[config.mk]
export PLATFORM = sky130hd
export DESIGN_NAME = refraction_dir_arbiter_flat
export DESIGN_NICKNAME = d
export VERILOG_FILES = /design/src/rtl/refraction_dir_arbiter_if.sv /design/src/rtl/refraction_dir_arbiter.sv /design/src/flat_wrapper.sv
export SDC_FILE = /design/constraint.sdc
export NUM_CORES = 1
export LEC_CHECK = 0
export ABC_CLOCK_PERIOD_IN_PS = 4230
export BUFFER_PORTS_ARGS = -buffer_cell sky130_fd_sc_hd__buf_2
export CAP_MARGIN = 20
export CORE_AREA = 2 2 531 533
export CTS_BUF_LIST = sky130_fd_sc_hd__clkbuf_4 sky130_fd_sc_hd__clkbuf_8
export CTS_CLUSTER_SIZE = 8
export DETAILED_ROUTE_END_ITERATION = 16
export DIE_AREA = 0 0 533 535
export PLACE_DENSITY = 0.31
export SKIP_CTS_REPAIR_TIMING = 1
export SLEW_MARGIN = 5
export SYNTH_ARGS = -nofsm -noshare
export SYNTH_HDL_FRONTEND = slang
export SYNTH_SLANG_ARGS = --single-unit
export TNS_END_PERCENT = 20
[constraint.sdc]
create_clock -name clk -period 4.23 [get_ports clk]
set_input_delay 0.846 -clock clk [delete_from_list [all_inputs] [get_ports clk]]
set_output_delay 0.846 -clock clk [all_outputs]
set_load 0.02 [all_outputs]
[src/rtl/refraction_dir_arbiter_if.sv]
// Bundle of the requester, refraction-unit and response buses around the
// refraction_dir_arbiter. Fixed, Fixed3 and FixedNorm3 are carried as raw
// bit vectors: one component is FIX_W bits, a 3-vector is 3*FIX_W bits with
// x in the most significant component.
//
// Handshake rule for every valid/ready pair on this interface: a transfer
// happens on a rising clock edge where both valid and ready are high; the
// valid side holds valid and its payload stable until that edge, and the
// ready side may raise or drop ready at any time.
interface refraction_dir_arbiter_if #(
   parameter int NUM_REQ = 4,
   parameter int FIX_W   = 32,
   parameter int ID_W    = $clog2(NUM_REQ)
);
   // requester side
   logic [NUM_REQ-1:0]              req_valid;
   logic [NUM_REQ-1:0]              req_ready;
   logic [NUM_REQ-1:0][3*FIX_W-1:0] req_n;
   logic [NUM_REQ-1:0][3*FIX_W-1:0] req_i;
   logic [NUM_REQ-1:0][FIX_W-1:0]   req_eta;
   // refraction unit side
   logic                            ru_strobe;
   logic [3*FIX_W-1:0]              ru_n;
   logic [3*FIX_W-1:0]              ru_i;
   logic [FIX_W-1:0]                ru_eta;
   logic [3*FIX_W-1:0]              ru_r;
   logic                            ru_valid;
   // response side and status
   logic                            resp_valid;
   logic                            resp_ready;
   logic [ID_W-1:0]                 resp_id;
   logic [3*FIX_W-1:0]              resp_r;
   logic                            resp_timeout;
   logic                            busy;
   logic [15:0]                     done_count;

   // arbiter view
   modport slave (
      input  req_valid, req_n, req_i, req_eta, ru_r, ru_valid, resp_ready,
      output req_ready, ru_strobe, ru_n, ru_i, ru_eta,
             resp_valid, resp_id, resp_r, resp_timeout, busy, done_count
   );

   // environment view: requesters, refraction unit and response consumer
   modport master (
      output req_valid, req_n, req_i, req_eta, ru_r, ru_valid, resp_ready,
      input  req_ready, ru_strobe, ru_n, ru_i, ru_eta,
             resp_valid, resp_id, resp_r, resp_timeout, busy, done_count
   );
endinterface

[src/rtl/refraction_dir_arbiter.sv]
// Round-robin arbiter sharing one multi-cycle RefractionDir unit among
// NUM_REQ requesters. One operation at a time: grant, latch operands, strobe
// the unit, wait for its valid (or time out), then hold the tagged result on
// the response bus until accepted. Results pass through bit-exact.
module refraction_dir_arbiter #(
   parameter int NUM_REQ = 4,
   parameter int TIMEOUT = 64,
   parameter int FIX_W   = 32,
   parameter int ID_W    = $clog2(NUM_REQ)
) (
   input  logic                      clk,
   input  logic                      resetn,
   refraction_dir_arbiter_if.slave   bus,
   output logic [1:0]                o_dbg_state
);

   typedef enum logic [1:0] {
      S_IDLE  = 2'd0,
      S_ISSUE = 2'd1,
      S_WAIT  = 2'd2,
      S_RESP  = 2'd3
   } state_t;

   localparam int CNT_W = $clog2(TIMEOUT) + 1;

   state_t             r_state;
   logic [ID_W-1:0]    r_rr_ptr;
   logic [ID_W-1:0]    r_owner;
   logic [CNT_W-1:0]   r_wait_cnt;
   logic [15:0]        r_done_count;
   logic               r_strobe;
   logic [3*FIX_W-1:0] r_ru_n;
   logic [3*FIX_W-1:0] r_ru_i;
   logic [FIX_W-1:0]   r_ru_eta;
   logic               r_resp_valid;
   logic [3*FIX_W-1:0] r_resp_r;
   logic               r_resp_timeout;

   logic               w_grant_any;
   logic [ID_W-1:0]    w_grant_id;
   logic [NUM_REQ-1:0] w_grant;
   logic [ID_W-1:0]    w_next_ptr;
   logic               w_fire;

   // Round-robin scan: first asserted request starting at r_rr_ptr, wrapping.
   always_comb begin
      int idx;
      idx         = 0;
      w_grant_any = 1'b0;
      w_grant_id  = '0;
      for (int i = 0; i < NUM_REQ; i++) begin
         idx = int'(r_rr_ptr) + i;
         if (idx >= NUM_REQ) idx = idx - NUM_REQ;
         if (!w_grant_any && bus.req_valid[ID_W'(idx)]) begin
            w_grant_any = 1'b1;
            w_grant_id  = ID_W'(idx);
         end
      end
   end

   // Grants are only offered while idle; the pointer moves past the winner.
   assign w_grant    = (r_state == S_IDLE && w_grant_any) ?
                       (NUM_REQ'(1) << w_grant_id) : '0;
   assign w_fire     = |(bus.req_valid & w_grant);
   assign w_next_ptr = (w_grant_id == ID_W'(NUM_REQ - 1)) ? '0 : w_grant_id + 1'b1;

   // Operation sequencer: all state and registered outputs live here.
   always_ff @(posedge clk or negedge resetn) begin
      if (!resetn) begin
         r_state        <= S_IDLE;
         r_rr_ptr       <= '0;
         r_owner        <= '0;
         r_wait_cnt     <= '0;
         r_done_count   <= '0;
         r_strobe       <= 1'b0;
         r_ru_n         <= '0;
         r_ru_i         <= '0;
         r_ru_eta       <= '0;
         r_resp_valid   <= 1'b0;
         r_resp_r       <= '0;
         r_resp_timeout <= 1'b0;
      end else begin
         case (r_state)
            S_IDLE: begin
               if (w_fire) begin
                  r_ru_n   <= bus.req_n[w_grant_id];
                  r_ru_i   <= bus.req_i[w_grant_id];
                  r_ru_eta <= bus.req_eta[w_grant_id];
                  r_owner  <= w_grant_id;
                  r_rr_ptr <= w_next_ptr;
                  r_strobe <= 1'b1;
                  r_state  <= S_ISSUE;
               end
            end
            S_ISSUE: begin
               r_strobe   <= 1'b0;
               r_wait_cnt <= '0;
               r_state    <= S_WAIT;
            end
            S_WAIT: begin
               r_wait_cnt <= r_wait_cnt + 1'b1;
               // A valid arriving on the timeout cycle still wins.
               if (bus.ru_valid) begin
                  r_resp_r       <= bus.ru_r;
                  r_resp_timeout <= 1'b0;
                  r_resp_valid   <= 1'b1;
                  r_state        <= S_RESP;
               end else if (r_wait_cnt == CNT_W'(TIMEOUT - 1)) begin
                  r_resp_r       <= '0;
                  r_resp_timeout <= 1'b1;
                  r_resp_valid   <= 1'b1;
                  r_state        <= S_RESP;
               end
            end
            S_RESP: begin
               if (bus.resp_ready) begin
                  r_resp_valid <= 1'b0;
                  r_done_count <= r_done_count + 16'd1;
                  r_state      <= S_IDLE;
               end
            end
            default: r_state <= S_IDLE;
         endcase
      end
   end

   assign bus.req_ready    = w_grant;
   assign bus.ru_strobe    = r_strobe;
   assign bus.ru_n         = r_ru_n;
   assign bus.ru_i         = r_ru_i;
   assign bus.ru_eta       = r_ru_eta;
   assign bus.resp_valid   = r_resp_valid;
   assign bus.resp_id      = r_owner;
   assign bus.resp_r       = r_resp_r;
   assign bus.resp_timeout = r_resp_timeout;
   assign bus.busy         = (r_state != S_IDLE);
   assign bus.done_count   = r_done_count;
   assign o_dbg_state      = r_state;

endmodule

[src/flat_wrapper.sv]
// flat-port wrapper written by rule: the top's interface ports become plain ports
module refraction_dir_arbiter_flat 
#(
   parameter int NUM_REQ = 4,
   parameter int TIMEOUT = 64,
   parameter int FIX_W   = 32,
   parameter int ID_W    = $clog2(NUM_REQ)
)
  (clk, resetn, o_dbg_state, bus_req_valid, bus_req_n, bus_req_i, bus_req_eta, bus_ru_r, bus_ru_valid, bus_resp_ready, bus_req_ready, bus_ru_strobe, bus_ru_n, bus_ru_i, bus_ru_eta, bus_resp_valid, bus_resp_id, bus_resp_r, bus_resp_timeout, bus_busy, bus_done_count);
  refraction_dir_arbiter_if #(.NUM_REQ(NUM_REQ), .FIX_W(FIX_W), .ID_W(ID_W)) bus_i ();
  input  logic clk;
  input  logic resetn;
  output logic [1:0] o_dbg_state;
  input wire logic [$bits(bus_i.req_valid)-1:0] bus_req_valid;
  input wire logic [$bits(bus_i.req_n)-1:0] bus_req_n;
  input wire logic [$bits(bus_i.req_i)-1:0] bus_req_i;
  input wire logic [$bits(bus_i.req_eta)-1:0] bus_req_eta;
  input wire logic [$bits(bus_i.ru_r)-1:0] bus_ru_r;
  input wire logic [$bits(bus_i.ru_valid)-1:0] bus_ru_valid;
  input wire logic [$bits(bus_i.resp_ready)-1:0] bus_resp_ready;
  output wire logic [$bits(bus_i.req_ready)-1:0] bus_req_ready;
  output wire logic [$bits(bus_i.ru_strobe)-1:0] bus_ru_strobe;
  output wire logic [$bits(bus_i.ru_n)-1:0] bus_ru_n;
  output wire logic [$bits(bus_i.ru_i)-1:0] bus_ru_i;
  output wire logic [$bits(bus_i.ru_eta)-1:0] bus_ru_eta;
  output wire logic [$bits(bus_i.resp_valid)-1:0] bus_resp_valid;
  output wire logic [$bits(bus_i.resp_id)-1:0] bus_resp_id;
  output wire logic [$bits(bus_i.resp_r)-1:0] bus_resp_r;
  output wire logic [$bits(bus_i.resp_timeout)-1:0] bus_resp_timeout;
  output wire logic [$bits(bus_i.busy)-1:0] bus_busy;
  output wire logic [$bits(bus_i.done_count)-1:0] bus_done_count;
  assign bus_i.req_valid = bus_req_valid;
  assign bus_i.req_n = bus_req_n;
  assign bus_i.req_i = bus_req_i;
  assign bus_i.req_eta = bus_req_eta;
  assign bus_i.ru_r = bus_ru_r;
  assign bus_i.ru_valid = bus_ru_valid;
  assign bus_i.resp_ready = bus_resp_ready;
  assign bus_req_ready = bus_i.req_ready;
  assign bus_ru_strobe = bus_i.ru_strobe;
  assign bus_ru_n = bus_i.ru_n;
  assign bus_ru_i = bus_i.ru_i;
  assign bus_ru_eta = bus_i.ru_eta;
  assign bus_resp_valid = bus_i.resp_valid;
  assign bus_resp_id = bus_i.resp_id;
  assign bus_resp_r = bus_i.resp_r;
  assign bus_resp_timeout = bus_i.resp_timeout;
  assign bus_busy = bus_i.busy;
  assign bus_done_count = bus_i.done_count;
  refraction_dir_arbiter #(.NUM_REQ(NUM_REQ), .TIMEOUT(TIMEOUT), .FIX_W(FIX_W), .ID_W(ID_W)) u_core (.clk(clk), .resetn(resetn), .bus(bus_i), .o_dbg_state(o_dbg_state));
endmodule
=== Word-level counts from Yosys, hierarchy flattened ===
Index checks and enable logic that the tools add are counted.

* Register bits after elaboration: 352
* Input bits: 1,000
* Word-level logic and storage cells: 108

* Add/sub/neg operators: 10
* Magnitude comparators: 9
* Equal/unequal tests: 8
* Shift operators: 1
* Muxes and demuxes: 47
* Bitwise operators: 1
* Reductions and logical operators: 20

{| class="wikitable"
|+ Operator list
! kind !! count
|-
| binary-select mux 96 bit (select 2 bit) || 2
|-
| 2-to-1 mux 96 bit || 4
|-
| binary-select mux 32 bit (select 2 bit) || 1
|-
| 2-to-1 mux 32 bit || 1
|-
| 2-to-1 mux 2 bit || 13
|-
| 2-to-1 mux 1 bit || 17
|-
| adder 16 x 1 -> 16 bit (second input constant) || 1
|-
| less-than comparator 2 x 4 -> 1 bit (second input constant) || 4
|-
| case mux 7 bit (2 select lines) || 1
|-
| nonzero test 2 bit || 5
|-
| greater-or-equal comparator 3 bit (second input constant) || 3
|-
| binary-select mux 1 bit (select 2 bit) || 4
|-
| case mux 2 bit (4 select lines) || 1
|-
| AND reduction 2 bit || 4
|-
| subtractor 2 x 1 -> 2 bit (second input constant) || 4
|-
| adder 7 x 1 -> 7 bit (second input constant) || 1
|-
| == test 7 x 6 -> 1 bit (second input constant) || 1
|-
| adder 2 x 2 -> 3 bit (second input constant) || 2
|-
| == test 2 bit (second input constant) || 3
|-
| AND reduction 3 bit || 2
|-
| AND 4 bit || 1
|-
| logical AND 1 bit || 4
|-
| 2-to-1 mux 4 bit || 1
|-
| case mux 1 bit (2 select lines) || 2
|-
| other kinds (12) || 14
|}

=== Depth between registers and ports, before layout ===
* Word-level depth: 21
* Gate-level depth with buffers: 15
* Gate-level depth less buffers: 9

=== Worst setup path before layout ===
No wires, ideal clock.

* Path type: input-to-reg
* Start: input port bus_req_valid[1]
* End: register u_core.r_ru_eta[0], in the netlist u_core.bus.ru_eta[0]
* Library setup time: 0.127 ns
* Data arrival time: 3.440 ns
* Path slack: 0.664 ns
* Stages: 15
* Buffers on the path: 6
* Cells stage by stage: or2_1 and4b_1 buf_6 nor2_8 buf_2 buf_1 inv_1 ha_1 and2_1 o41ai_2 and2_1 buf_6 buf_2 buf_2 o31ai_1

* Word-level cells in the longest chain between the ends: 18
* Elaborated cells between the ends (all ways): 34
* Classes of those cells: 1 x shift; 23 x mux; 1 x bitwise; 9 x reduce/logical

{| class="wikitable"
|+ Ends and longest elaborated chain
! item !! line !! source
|-
| start: declaration || flat_wrapper.sv:14 || <nowiki>input wire logic [$bits(bus_i.req_valid)-1:0] bus_req_valid;</nowiki>
|-
| binary-select mux 1 bit (select 2 bit) || refraction_dir_arbiter.sv:54 || <nowiki>if (!w_grant_any && bus.req_valid[ID_W'(idx)]) begin</nowiki>
|-
| 2-to-1 mux 1 bit (not written as such) (2 in a row) || refraction_dir_arbiter.sv:54 ||
|-
| 2-to-1 mux 1 bit || refraction_dir_arbiter.sv:54 ||
|-
| zero test 1 bit || refraction_dir_arbiter.sv:54 ||
|-
| logical AND 1 bit || refraction_dir_arbiter.sv:54 ||
|-
| 2-to-1 mux 1 bit || refraction_dir_arbiter.sv:54 ||
|-
| zero test 1 bit || refraction_dir_arbiter.sv:54 ||
|-
| logical AND 1 bit || refraction_dir_arbiter.sv:54 ||
|-
| 2-to-1 mux 1 bit || refraction_dir_arbiter.sv:54 ||
|-
| zero test 1 bit || refraction_dir_arbiter.sv:54 ||
|-
| logical AND 1 bit || refraction_dir_arbiter.sv:54 ||
|-
| 2-to-1 mux 2 bit / 2-to-1 mux 1 bit (equally long branches) || refraction_dir_arbiter.sv:54 ||
|-
| << shifter 1 x 2 -> 4 bit / logical AND 1 bit (equally long branches) || refraction_dir_arbiter.sv:63, refraction_dir_arbiter.sv:62 ||
|-
| 2-to-1 mux 4 bit || refraction_dir_arbiter.sv:62 || <nowiki>assign w_grant = (r_state == S_IDLE && w_grant_any) ?</nowiki>
|-
| AND 4 bit || refraction_dir_arbiter.sv:64 || <nowiki>assign w_fire = |(bus.req_valid & w_grant);</nowiki>
|-
| OR reduction 4 bit || refraction_dir_arbiter.sv:64 ||
|-
| AND reduction 2 bit (no line) || -- ||
|-
| end signal: assignment || refraction_dir_arbiter.sv:88 || <nowiki>r_ru_eta <= bus.req_eta[w_grant_id];</nowiki>
|-
| end: declaration || refraction_dir_arbiter.sv:34 || <nowiki>logic [FIX_W-1:0] r_ru_eta;</nowiki>
|}

Parallel ways exist; a longest one is shown, timed or not. The select of a mux whose other input is x is not followed.
A chain may end at the register's enable or synchronous reset.

=== Final worst setup path ===
* Start: register u_core.r_state[0], in the netlist u_core.o_dbg_state[0]
* End: output port bus_req_ready[0]

* Word-level cells in the longest chain between the ends: 3

{| class="wikitable"
|+ Ends and longest elaborated chain
! item !! line !! source
|-
| start: declaration || refraction_dir_arbiter.sv:26 || <nowiki>state_t r_state;</nowiki>
|-
| start signal: assignment || refraction_dir_arbiter.sv:70 || <nowiki>r_state <= S_IDLE;</nowiki>
|-
| start signal: assignment || refraction_dir_arbiter.sv:92 || <nowiki>r_state <= S_ISSUE;</nowiki>
|-
| start signal: assignment || refraction_dir_arbiter.sv:98 || <nowiki>r_state <= S_WAIT;</nowiki>
|-
| zero test 2 bit || refraction_dir_arbiter.sv:62 ||
|-
| logical AND 1 bit || refraction_dir_arbiter.sv:62 ||
|-
| 2-to-1 mux 4 bit || refraction_dir_arbiter.sv:62 ||
|-
| end: declaration || flat_wrapper.sv:21 || <nowiki>output wire logic [$bits(bus_i.req_ready)-1:0] bus_req_ready;</nowiki>
|}

No other way between the ends.

==> reports/qor.csv <==
stage;metric;value;unit
global_route;grtUsageMet3;5.42;%
synthesis;synth_top_cell_by_area;dfrtp_1;
timing;fmax;268;MHz
route;drt_iter0_drc;1340;
global_route;grt_max_degree;149;
timing;fin_crit_sh;88.2;%
route;first_pass_iters;5;
worst_setup_path;r2r_start;u_core.r_rr_ptr[0];
timing;worst_pin_slew;1140;ps
clock_tree;clk_pin_slew;60;ps
final_layout;final_nets;4470;
global_route;use_met2;21.3;%
timing;slew_headroom;24.2;%
floorplan;ios;1348;
route;drc_errors;0;
clock_tree;cts.htree.levels;3;
timing;setup_viol;0;
synthesis;synth_fp_nets;3230;
synthesis;synth-edff-count;0;
placed_design;globalplace.congestion;0.904;
pwr;peakVddDrop;0.000347;V
global_route;antenna_found_initial;86;
timing;hold_viol;0;
synthesis;synthTopCellsByArea;dfrtp_1 (41%), o21a_1 (16%), a211oi_1 (16%);
worst_hold_path;worstHoldPathType;in -> reg;
floorplan;rows;194;
floorplan;start_util;7.63;%
route;post_drt_wl_per_cell;25.9;um
timing;rsz0062_at_grt;false;
synthesis;synthFlopType;dfrtp_1;
worst_setup_path;end_kind;output pin;
clock_tree;cts_tree;yes;
synthesis;synthArstFlopShare;100;%
global_route;met1_usage;14.5;%
synthesis;avgSynthCellArea;9.58;sq um
synthesis;synth_seq_cells;352;
synthesis;netlist.area_leader.share;41.4;%
final_layout;fillers;32300;
timing;finalMaxSlewViolations;0;
clock_tree;cts.path.max_buffers;3;
final_layout;drive_gt1_share;46.1;%
final_layout;area_delta_synth_final;63.1;%
floorplan;dieArea;285000;sq um
timing;setup_ws;498;ps
synthesis;netlist_area;21300;sq um
run;maxCapViolCount;0;
floorplan;die_h;535;um
clock_tree;clk_latency;790;ps
global_route;grt_use_total;12.6;%
run_status;status;complete, no violations;
worst_setup_path;crit_type;reg -> out;
floorplan;die_x;533;um
global_route;first_global_vias;26400;
worst_hold_path;min_from;bus_ru_r[57];
clock_tree;numClockSinks;352;
floorplan;core-area;279000;sq um
global_route;grt_pass1_wl;247;mm
timing;fin_crit;3730;ps
worst_setup_path;crit_fanout;5;
placed_design;pre_cts_ws;363;ps
clock_tree;cts_root_buffer;clkbuf_8;
placed_design;placed_cells;7102;
synthesis;yosysUniqueCellTypes;46;
synthesis;yosys_warnings;0;
timing;finClkSkew;74.4;ps
worst_setup_path;cp.required;3380;ps
route;drt-vias-per-instance;3.48;
worst_setup_path;startpoint;u_core.o_dbg_state[0];
worst_setup_path;cp_data_arrival_time;2890;ps
clock_tree;cts_made_buffers;82;
placed_design;numPortBuffers;1347;
final_layout;instances_no_fill;7273;
synthesis;ys_seq_area_share;41.4;%
timing;finalSetupTns;0;ps
synthesis;syn-instance-count;2223;
global_route;grt.busiest_layer;met2;
route;ant_nets;0;
route;vias;25300;
pwr;power_density;795;nW/um^2
global_route;overflow;0;
pwr;p_leak;14.9;nW
placed_design;dp_hpwl;155;mm
worst_setup_path;cp-start-kind;flip-flop;
route;wirelength;188;mm
==> placed cells by master (no fill, tap or decap), types with 2 or more instances in the layout <==
cell        count
buf_4          68
and3_1          3
o31ai_1       225
xor2_1          8
xnor2_1         8
nand2_1        11
clkinvlp_4      2
and2_1          3
o22ai_1         3
diode_2        21
o21ai_0         6
nand4_1         2
clkbuf_8       98
bufinv_16       4
buf_2        1346
inv_1          14
dfrtp_1       352
ha_1            7
buf_8           2
a22o_1         96
and4_1          2
buf_12         34
a21oi_1         7
and2_4          2
a211oi_1      437
mux2_2          3
clkbuf_4       23
a211oi_2       11
inv_16          3
nor2b_1         3
nand3_1       238
inv_12          2
inv_8           2
nor2_1         12
o21a_1        450
clkinv_2       15
nand2b_1        4
==> cell type report <==
class / instances / area, sq um / share of cell area (%)
Antenna cell: 21 / 52.6 / 0.151
Timing Repair Buffer: 1452 / 7980 / 23.0
Clock inverter: 28 / 330 / 0.952
Sequential cell: 352 / 8810 / 25.4
Multi-Input combinational cell: 1560 / 11300 / 32.6
Inverter: 15 / 63.8 / 0.184
Tap cell: 3724 / 4660 / 13.4
Clock buffer: 121 / 1520 / 4.38
==> power breakdown <==
group,internal [mW],leakage [nW],total [mW],switching [mW]
combinational,5.22,9.58,16.8,11.6
sequential,5.01,4.37,6.05,1.04
clock,2.60,0.983,4.74,2.14
total,12.8,14.9,27.6,14.8
==> stage by stage <==
stage	util, %	total power, mW	area, sq um	hold WS, ps
floorplan	-	14.7	21300	496
global placement	11.8	23.3	32800	461
detailed placement	11.8	23.4	32800	457
CTS	12.4	28.4	34700	-116
global route	12.4	29.6	34700	120
finish	12.4	27.6	34700	260
==> final timing paths <==
check,to,slack (ps),depth (start not counted)
max,bus_req_ready[0],500,7
min,u_core.bus.resp_r[57],260,2
max reg2reg,u_core.bus.ru_i[28],890,12
min reg2reg,u_core.bus.done_count[15],480,1
max in group asynchronous,u_core.bus.ru_i[76],2530,3
min in group asynchronous,u_core.bus.ru_n[46],600,2
==> critical path: stages, from the launching register on <==
cell,delay [ps]
dfrtp_1,450
inv_1,120
ha_1,310
inv_1,130
a21oi_1,370
o31ai_1,270
nor2_1,230
buf_2,200
==> state kept, by name, indices dropped and copies added (netlist names) <==
signal and flops:
u_core.bus.ru_eta 32, u_core.bus.resp_id 2, u_core.bus.ru_strobe 1, u_core.bus.resp_valid 1, u_core.bus.resp_timeout 1, u_core.o_dbg_state 2
u_core.bus.resp_r 96, u_core.bus.done_count 16, u_core.bus.ru_i 96, u_core.bus.ru_n 96, u_core.r_wait_cnt 7, u_core.r_rr_ptr 2
==> metal layers <==
| layer | share of wire, % | up-vias |
|---|---|---|
| li1 | - | 11300 |
| met3 | 10 | 267 |
| met4 | 2.5 | 22 |
| met5 | 0.078 | - |
| met2 | 48 | 1301 |
| met1 | 39 | 12400 |
==> Yosys cell counts, types with 4 or more instances <==
cell and number:
o21a_1 450, a211oi_1 448, dfrtp_1 352, nand3_1 238
o31ai_1 225, clkbuf_1 186, a22o_1 96, buf_2 66
buf_1 37, inv_1 14, nor2_1 12, nand2_1 11
xnor2_1 8, xor2_1 8, a21oi_1 7, ha_1 7
o21ai_0 6, and2_1 5, buf_4 5, nand2b_1 4
==> logic make-up after synthesis <==
group                    share of synthesized area [%]
flip-flops                                        41.4
adder cells (fa/ha/maj)                          0.411
buffers and inverters                             6.03
multiplexers                                     0.159
XOR/XNOR                                         0.658
AO/OA/AOI/OAI                                     44.5
AND/OR/NAND/NOR                                   6.91
Power figures use the tool's default switching activity.
